==> config.mk <==
export PLATFORM = sky130hd
export DESIGN_NAME = controlador_turnos_flat
export DESIGN_NICKNAME = d
export VERILOG_FILES = /design/src/rtl/lobinho_pkg.sv /design/src/rtl/controlador_turnos_if.sv /design/src/rtl/controlador_turnos_contador_timeout.sv /design/src/rtl/controlador_turnos.sv /design/src/flat_wrapper.sv
export SDC_FILE = /design/constraint.sdc
export NUM_CORES = 1
export LEC_CHECK = 0
export CAP_MARGIN = 30
export CORE_MARGIN = 8
export CORE_UTILIZATION = 40
export CTS_CLUSTER_SIZE = 8
export DETAILED_ROUTE_END_ITERATION = 12
export GPL_TIMING_DRIVEN = 0
export SLEW_MARGIN = 20
export SYNTH_ARGS = -nofsm -noshare
export SYNTH_HDL_FRONTEND = slang
export SYNTH_SLANG_ARGS = --single-unit
==> constraint.sdc <==
create_clock -name clock -period 3.4 [get_ports clock]
set_input_delay 0.68 -clock clock [delete_from_list [all_inputs] [get_ports clock]]
set_output_delay 0.68 -clock clock [all_outputs]
set_load 0.01 [all_outputs]
==> src/rtl/lobinho_pkg.sv <==
`default_nettype none
// +--------------------------------------------------------------------+
// | lobinho_pkg - shared state codes and phase constants (Rev 1.0)     |
// +--------------------------------------------------------------------+
package lobinho_pkg;

   // Codes are also decoded by the debug display, keep them stable
   typedef enum logic [4:0] {
      EST_INICIAL    = 5'h00,
      EST_PREPARA    = 5'h01,
      EST_BUSCA      = 5'h02,
      EST_VEZ        = 5'h03,
      EST_AVANCA     = 5'h04,
      EST_FIM_RODADA = 5'h05
   } estado_t;

   localparam logic FASE_NOITE = 1'b0;
   localparam logic FASE_DIA   = 1'b1;

endpackage
`default_nettype wire

==> src/rtl/controlador_turnos_if.sv <==
`default_nettype none
// +--------------------------------------------------------------------+
// | controlador_turnos_if - game-control <-> turn scheduler (Rev 1.0)  |
// +--------------------------------------------------------------------+
interface controlador_turnos_if #(
   parameter int N_JOGADORES = 8,
   parameter int W_ID        = $clog2(N_JOGADORES)
);
   logic                   iniciar;
   logic                   passa;
   logic [N_JOGADORES-1:0] vivos;
   logic [W_ID-1:0]        jogador_atual;
   logic                   vez_valida;
   logic                   fase;
   logic                   timeout_vez;
   logic                   fim_rodada;
   logic [4:0]             db_estado;

   modport master (
      output iniciar, passa, vivos,
      input  jogador_atual, vez_valida, fase, timeout_vez, fim_rodada, db_estado
   );

   modport slave (
      input  iniciar, passa, vivos,
      output jogador_atual, vez_valida, fase, timeout_vez, fim_rodada, db_estado
   );
endinterface
`default_nettype wire

==> src/rtl/controlador_turnos_contador_timeout.sv <==
`default_nettype none
// +--------------------------------------------------------------------+
// | contador_timeout - per-turn cycle counter, saturates at limit (1.0)|
// +--------------------------------------------------------------------+
module contador_timeout #(
   parameter int TIMEOUT = 50000000,
   parameter int W_T     = $clog2(TIMEOUT)
) (
   input  logic clock,
   input  logic reset,
   input  logic zera,
   input  logic conta,
   output logic fim
);
   localparam logic [W_T-1:0] LIMITE = W_T'(TIMEOUT - 1);

   logic [W_T-1:0] count_q;
   logic [W_T-1:0] count_d;

   assign fim = (count_q == LIMITE);

   always_comb begin
      count_d = count_q;
      if (zera) begin
         count_d = '0;
      end else if (conta && !fim) begin
         count_d = count_q + 1'b1;
      end
   end

   always_ff @(posedge clock) begin
      if (reset) begin
         count_q <= '0;
      end else begin
         count_q <= count_d;
      end
   end
endmodule
`default_nettype wire

==> src/rtl/controlador_turnos.sv <==
`default_nettype none
// +--------------------------------------------------------------------+
// | controlador_turnos - round-robin turn scheduler for alive players  |
// | Rev 1.0                                                            |
// +--------------------------------------------------------------------+
module controlador_turnos
   import lobinho_pkg::*;
#(
   parameter int N_JOGADORES = 8,
   parameter int TIMEOUT     = 50000000
) (
   input  logic                 clock,
   input  logic                 reset,
   controlador_turnos_if.slave  bus
);
   localparam int              W_ID    = $clog2(N_JOGADORES);
   localparam int              W_T     = $clog2(TIMEOUT);
   localparam logic [W_ID-1:0] ULTIMO  = W_ID'(N_JOGADORES - 1);

   estado_t         estado_q, estado_d;
   logic [W_ID-1:0] idx_q, idx_d;
   logic            fase_q, fase_d;
   logic            flag_q, flag_d;
   logic            zera;
   logic            conta;
   logic            fim_timer;

   contador_timeout #(
      .TIMEOUT (TIMEOUT),
      .W_T     (W_T)
   ) u_contador_timeout (
      .clock (clock),
      .reset (reset),
      .zera  (zera),
      .conta (conta),
      .fim   (fim_timer)
   );

   always_comb begin
      estado_d = estado_q;
      idx_d    = idx_q;
      fase_d   = fase_q;
      flag_d   = flag_q;
      zera     = 1'b0;
      conta    = 1'b0;
      case (estado_q)
         EST_INICIAL: begin
            if (bus.iniciar) estado_d = EST_PREPARA;
         end
         EST_PREPARA: begin
            idx_d    = '0;
            estado_d = EST_BUSCA;
         end
         EST_BUSCA: begin
            if (bus.vivos[idx_q]) begin
               estado_d = EST_VEZ;
               zera     = 1'b1;
            end else if (idx_q == ULTIMO) begin
               estado_d = EST_FIM_RODADA;
            end else begin
               idx_d = idx_q + 1'b1;
            end
         end
         EST_VEZ: begin
            // passa beats a coincident timeout; a killed player leaves silently
            if (bus.passa || !bus.vivos[idx_q]) begin
               estado_d = EST_AVANCA;
            end else if (fim_timer) begin
               estado_d = EST_AVANCA;
               flag_d   = 1'b1;
            end else begin
               conta = 1'b1;
            end
         end
         EST_AVANCA: begin
            flag_d = 1'b0;
            if (idx_q == ULTIMO) begin
               estado_d = EST_FIM_RODADA;
            end else begin
               idx_d    = idx_q + 1'b1;
               estado_d = EST_BUSCA;
            end
         end
         EST_FIM_RODADA: begin
            fase_d   = ~fase_q;
            estado_d = (bus.vivos == '0) ? EST_INICIAL : EST_PREPARA;
         end
         default: estado_d = EST_INICIAL;
      endcase
   end

   always_ff @(posedge clock) begin
      if (reset) begin
         estado_q <= EST_INICIAL;
         idx_q    <= '0;
         fase_q   <= FASE_NOITE;
         flag_q   <= 1'b0;
      end else begin
         estado_q <= estado_d;
         idx_q    <= idx_d;
         fase_q   <= fase_d;
         flag_q   <= flag_d;
      end
   end

   assign bus.jogador_atual = idx_q;
   assign bus.vez_valida    = (estado_q == EST_VEZ);
   assign bus.fase          = fase_q;
   assign bus.timeout_vez   = (estado_q == EST_AVANCA) && flag_q;
   assign bus.fim_rodada    = (estado_q == EST_FIM_RODADA);
   assign bus.db_estado     = estado_q;
endmodule
`default_nettype wire

==> src/flat_wrapper.sv <==
// flat-port wrapper written by rule: the top's interface ports become plain ports
module controlador_turnos_flat import lobinho_pkg::*;
#(
   parameter int N_JOGADORES = 8,
   parameter int TIMEOUT     = 50000000
)
  (clock, reset, bus_iniciar, bus_passa, bus_vivos, bus_jogador_atual, bus_vez_valida, bus_fase, bus_timeout_vez, bus_fim_rodada, bus_db_estado);
  controlador_turnos_if #(.N_JOGADORES(N_JOGADORES)) bus_i ();
  input  logic clock;
  input  logic reset;
  input wire logic [$bits(bus_i.iniciar)-1:0] bus_iniciar;
  input wire logic [$bits(bus_i.passa)-1:0] bus_passa;
  input wire logic [$bits(bus_i.vivos)-1:0] bus_vivos;
  output wire logic [$bits(bus_i.jogador_atual)-1:0] bus_jogador_atual;
  output wire logic [$bits(bus_i.vez_valida)-1:0] bus_vez_valida;
  output wire logic [$bits(bus_i.fase)-1:0] bus_fase;
  output wire logic [$bits(bus_i.timeout_vez)-1:0] bus_timeout_vez;
  output wire logic [$bits(bus_i.fim_rodada)-1:0] bus_fim_rodada;
  output wire logic [$bits(bus_i.db_estado)-1:0] bus_db_estado;
  assign bus_i.iniciar = bus_iniciar;
  assign bus_i.passa = bus_passa;
  assign bus_i.vivos = bus_vivos;
  assign bus_jogador_atual = bus_i.jogador_atual;
  assign bus_vez_valida = bus_i.vez_valida;
  assign bus_fase = bus_i.fase;
  assign bus_timeout_vez = bus_i.timeout_vez;
  assign bus_fim_rodada = bus_i.fim_rodada;
  assign bus_db_estado = bus_i.db_estado;
  controlador_turnos #(.N_JOGADORES(N_JOGADORES), .TIMEOUT(TIMEOUT)) u_core (.clock(clock), .reset(reset), .bus(bus_i));
endmodule
# Word level (Yosys, flattened, before mapping)
# Index checks and enable logic that the tools add are counted.
# classes
addsub	2
order_cmp	1
eq_ne	13
n_mux	21
bitwise_logic	1
reduce_logical	13
# ops
operator	count
5-bit case mux with 6 select lines	1
26-bit by 1-bit adder with 26-bit output, second input constant	1
26-bit == test, second input constant	1
5-bit two-way mux	5
5-bit by 2-bit == test with 1-bit output, second input constant	2
5-bit by 3-bit == test with 1-bit output, second input constant	2
1-bit two-way mux	9
3-bit two-way mux	3
3-bit case mux with 3 select lines	1
8-bit logical NOT	1
2-bit inequality test, second input constant	3
3-bit by 1-bit inequality test with 1-bit output, second input constant	2
3-bit AND reduction	2
5-bit by 1-bit == test with 1-bit output, second input constant	1
5-bit logical NOT	1
3-bit by 4-bit < comparator with 1-bit output, second input constant	1
3-bit by 1-bit adder with 3-bit output, second input constant	1
1-bit binary-select mux with 3-bit select	1
3-bit == test, second input constant	1
3-bit nonzero test	1
1-bit logical AND	2
1-bit logical NOT	2
2-bit by 1-bit inequality test with 1-bit output, second input constant	1
1-bit case mux with 2 select lines	1
other kinds (5)	5
# word_totals
regBits	36
elab_cells	56

# Longest topological paths before layout
# depth
depth_word	7
mapped_depth	8
ltp_nobuf	7

# Modules after synthesis
# Synthesis repeated with hierarchy kept, for this count alone.
# unflattened
hier_cells	235
hier_area_um2	1935.6
# by_module_without_submodules
module	n_inst	cells_each	area_per_inst_um2	seq_area_each_um2
contador_timeout	1	160	1311.3	520.5
controlador_turnos	1	75	624.3	160.2

# Worst setup path before layout
# No wires, ideal clock.
# synth_timing
kind	input-to-reg
start	input port bus_vivos[3]
end	register u_core.u_contador_timeout.count_q[2]
arrival_time_ns	1.953
slack_ns	1.377
cell_stages	6
cell_sequence	mux2i_1 -> a211oi_2 -> nand3_2 -> buf_6 -> or4_1 -> a21oi_1
# synth_between
elab_chain_len	7
word_cells_on_any_way	10
# synth_rtl
item	line_no	text
start, declared	flat_wrapper.sv:13	input wire logic [$bits(bus_i.vivos)-1:0] bus_vivos;
1-bit binary-select mux with 3-bit select (*)	controlador_turnos.sv:55, controlador_turnos.sv:66	
1-bit two-way mux (not written as such) (*)	controlador_turnos.sv:55, controlador_turnos.sv:66	
1-bit logical NOT	controlador_turnos.sv:66	if (bus.passa || !bus.vivos[idx_q]) begin
1-bit logical OR	controlador_turnos.sv:66	
1-bit two-way mux	controlador_turnos.sv:66	
1-bit two-way mux	controlador_turnos.sv:46	case (estado_q)
1-bit logical AND	controlador_turnos_contador_timeout.sv:26	end else if (conta && !fim) begin
end signal, assigned	controlador_turnos_contador_timeout.sv:35	count_q <= count_d;
end, declared	controlador_turnos_contador_timeout.sv:17	logic [W_T-1:0] count_q;
# Every way passes the cells marked *; elsewhere a longest branch is shown, timed or not. The select of a mux whose other input is x is not followed.
# A chain may end at the register's enable or synchronous reset.

# Worst setup path in the final report
# layout_timing
start	register u_core.estado_q[2] (netlist: u_core.bus.db_estado[2])
end	output port bus_timeout_vez
# layout_between
elab_chain_len	2
# layout_rtl
item	line_no	text
start, declared	controlador_turnos.sv:20	estado_t estado_q, estado_d;
start signal, assigned	controlador_turnos.sv:99	estado_q <= estado_d;
5-bit by 3-bit == test with 1-bit output	controlador_turnos.sv:109	assign bus.timeout_vez = (estado_q == EST_AVANCA) && flag_q;
1-bit logical AND	controlador_turnos.sv:109	
end, declared	flat_wrapper.sv:17	output wire logic [$bits(bus_i.timeout_vez)-1:0] bus_timeout_vez;
# Every way passes these cells.

==> metrics.md <==
| Metric | Value |
|---|---|
| Outcome | `completed` |
| Crit-path leading delay family | `buffers and inverters` |
| WP data arrival | `2.05 ns` |
| Initial antenna violation count | `0` |
| Share of cells above drive strength 1 | `7.09%` |
| Synth area leaders | `dfxtp_1 36%, a21oi_1 8.4%, or3_1 5.6%` |
| Post-Synthesis Cells | `239` |
| Post-CTS sizing | `0` |
| DP Area | `2190 um^2` |
| Hold_buf cts | `0` |
| Port-buffer cells | `21` |
| Worst Hold Class | `reg2reg` |
| Register area share after synthesis | `35.6%` |
| Synth Cell Area | `about 1900 um^2` |
| Top-count cell post-synth | `dfxtp_1` |
| Final #Nets | `283` |
| Fin Setup TNS | `0 ns` |
| Max_cap viols | `0` |
| CP Buf/Inv Count | `3` |
| Die W | `85.1 um` |
| Initial Utilization | `41.0%` |
| I/O pins | `24` |
| Crit start category | `flip-flop` |
| Layout area overhead | `18.7%` |
| Fillers | `479` |
| Skew final | `approximately 0.0044 ns` |
| Fin util | `approximately half` |
| Detailed-route wire length per cell | `14.9 um` |
| Final instance area | `~2300 um^2` |
| Die area | `7240 um^2` |
| Standby leakage power | `0.757 nW` |
| Worst-path clk slew | `0.07 ns` |
| Top cell type's share of synthesized area | `35.6%` |
| Worst slew pin tran | `0.682 ns` |
| Crit path required time | `2.72 ns` |
| R2R Path Start | `u_core.bus.jogador_atual[0]$_SDFFE_PP0P_` |
| Power Density | `366 nW/um^2` |
| Final Hold Fails | `0` |
| CP Cell Sequence | `clkbuf_1 -> inv_1 -> nor3_1 -> and2_1 -> clkdlybuf4s50_1` |
| Asr flop ratio synth | `0%` |
| Syn avg cell area | `7.99 um^2` |
| Cell taking the most area after synthesis | `dfxtp_1` |
| CP endpoint kind | `primary output` |
| Vias in the first global route | `roughly 1700` |
| Critical path origin | `u_core.bus.db_estado[2]$_SDFFE_PP0P_` |
| Crit path kind | `reg2out` |
| # Post-CTS Setup Buffers | `0` |
| TritonCTS Sinks | `34` |
| Die height | `85.1 um` |
| Final Slew Violations | `0` |
| HPWL Detailed | `3560 um` |
| Fmax | `366 MHz` |
| Number of synthesized flops with an enable pin | `0` |
| Yosys Warn Count | `0` |
| Footprint of the multi-input gates | `1130 um^2` |
| Total track usage | `14.0%` |
| CTS tree | `built` |
| Setup violations, final | `0` |
| Drt pass-1 iters | `4` |
| Post-layout min period | `about 2.7 ns` |
| RSZ-0062 raised after global routing | `no` |
| Post-route ant nets | `0` |
| Grt total ovfl | `0` |
| Max FO, Critical Path | `8` |
| CTS Buf Count | `5` |
| Clock Latency Late Sink | `0.28 ns` |
| Storage cell area | `681 um^2` |
| Hold Path Origin | `u_core.u_contador_timeout.count_q[23]$_SDFFE_PP0P_` |
| Fin crit share | `80.4%` |
| Post-synth top cells | `34 x dfxtp_1, 32 x a21oi_1, 21 x nand2_1` |
| Largest net degree at the start of global routing | `11` |
| Routability cong. | `0.791` |
| First-pass GRT wire length | `approximately 8300 um` |
| Post-synthesis cell type count | `41` |
| ANT cells | `0` |
| Detailed-route DRC error count | `0` |
| Root buffer cell | `clkbuf_8` |
| Yosys reg bits | `34` |
| H-tree depth | `2` |
| Num rows | `25` |
| Max incr delay on CP | `0.53 ns` |
| 1st-iter DRT viols | `110` |
| Peak VDD IR | `0.000201 V` |
| Detailed Route WL | `around 4800 um` |
| Total core area | `4660 um^2` |
| Most common flop cell mapped by yosys | `dfxtp_1` |
| Worst-case clock buffer depth | `2` |
| Vias | `around 1800` |
| Slew HR | `between 50% and 60%` |
| Crit-path slowest cell | `clkdlybuf4s50_1` |
| Detailed-route vias per instance | `5.70` |
cells by family after synthesis:
logic type,share of synthesized area (%)
simple gates,31.6
compound gates,20.7
flops,35.6
buf+inv,5.24
mux,3.74
fa+ha+maj,1.97
xor+xnor,0.918
other cells,0.196
stage by stage:
step | instances | hold slack (ns) | total power, mW | worst slack, ns
3_3_place_gp | 315 | 0.469 | 0.555 | 0.547
2_1_floorplan | 240 | 0.454 | 0.504 | 1.38
4_1_cts | 322 | 0.493 | 0.837 | 0.665
6_report | 322 | 0.494 | 0.830 | 0.666
5_1_grt | 322 | 0.508 | 0.871 | 0.512
3_5_place_dp | 315 | 0.484 | 0.555 | 0.529
sequential cells by signal, summed over array words and instances (netlist names):
signal / cells
u_core.bus.jogador_atual: 3
u_core.bus.fase: 1
u_core.flag_q: 1
u_core.bus.db_estado: 3
u_core.u_contador_timeout.count_q: 26
tightest hold or removal path, stage by stage, from the launching register on:
cell     delay [ns]
dfxtp_1        0.32
o21ai_0        0.07
a21oi_1        0.06
path summary, 6_finish.rpt:
kind | to | slack (ns) | cells past startpoint
setup / recovery | bus_timeout_vez | 0.67 | 5
hold / removal | u_core.u_contador_timeout.count_q[23]$_SDFFE_PP0P_ | 0.49 | 2
setup reg to reg | u_core.u_contador_timeout.count_q[24]$_SDFFE_PP0P_ | 1.15 | 7
hold reg to reg | u_core.u_contador_timeout.count_q[23]$_SDFFE_PP0P_ | 0.49 | 2
cell usage in the layout, fill, tap and decap left out, types with 6 or more instances in the layout:
cell type / count
o21ai_0: 15
and3_1: 7
or4_1: 10
nor2_1: 9
nand3_1: 12
nand2_1: 21
a21oi_1: 32
clkbuf_1: 6
dfxtp_1: 34
o31ai_1: 9
mux2i_1: 6
clkdlybuf4s50_1: 21
or3_1: 17
where the power goes:
group | internal, mW | switching, mW
clock network | 0.141 | 0.143
logic | 0.0628 | 0.0739
registers | 0.406 | 0.00400
layer usage:
| metal | vias to the layer above | share of wire [%] | global-route usage (%) |
|---|---|---|---|
| met3 | 5 | 3.0 | 3.47 |
| met2 | 22 | 43 | 20.2 |
| li1 | 957 | - | - |
| met4 | 0 | 1.5 | 5.34 |
| met5 | - | 0 | 0 |
| met1 | 851 | 52 | 19.1 |
final cells by class:
cell class              instances  area share [%]
inverters                       5           0.828
clock buffers                   7            3.37
multi-input cells             187            49.9
repair buffers                 21            9.27
plain buffers                  14            3.59
flip-flops and latches         34            30.0
well taps                      54            2.98
Power figures use the tool's default switching activity.
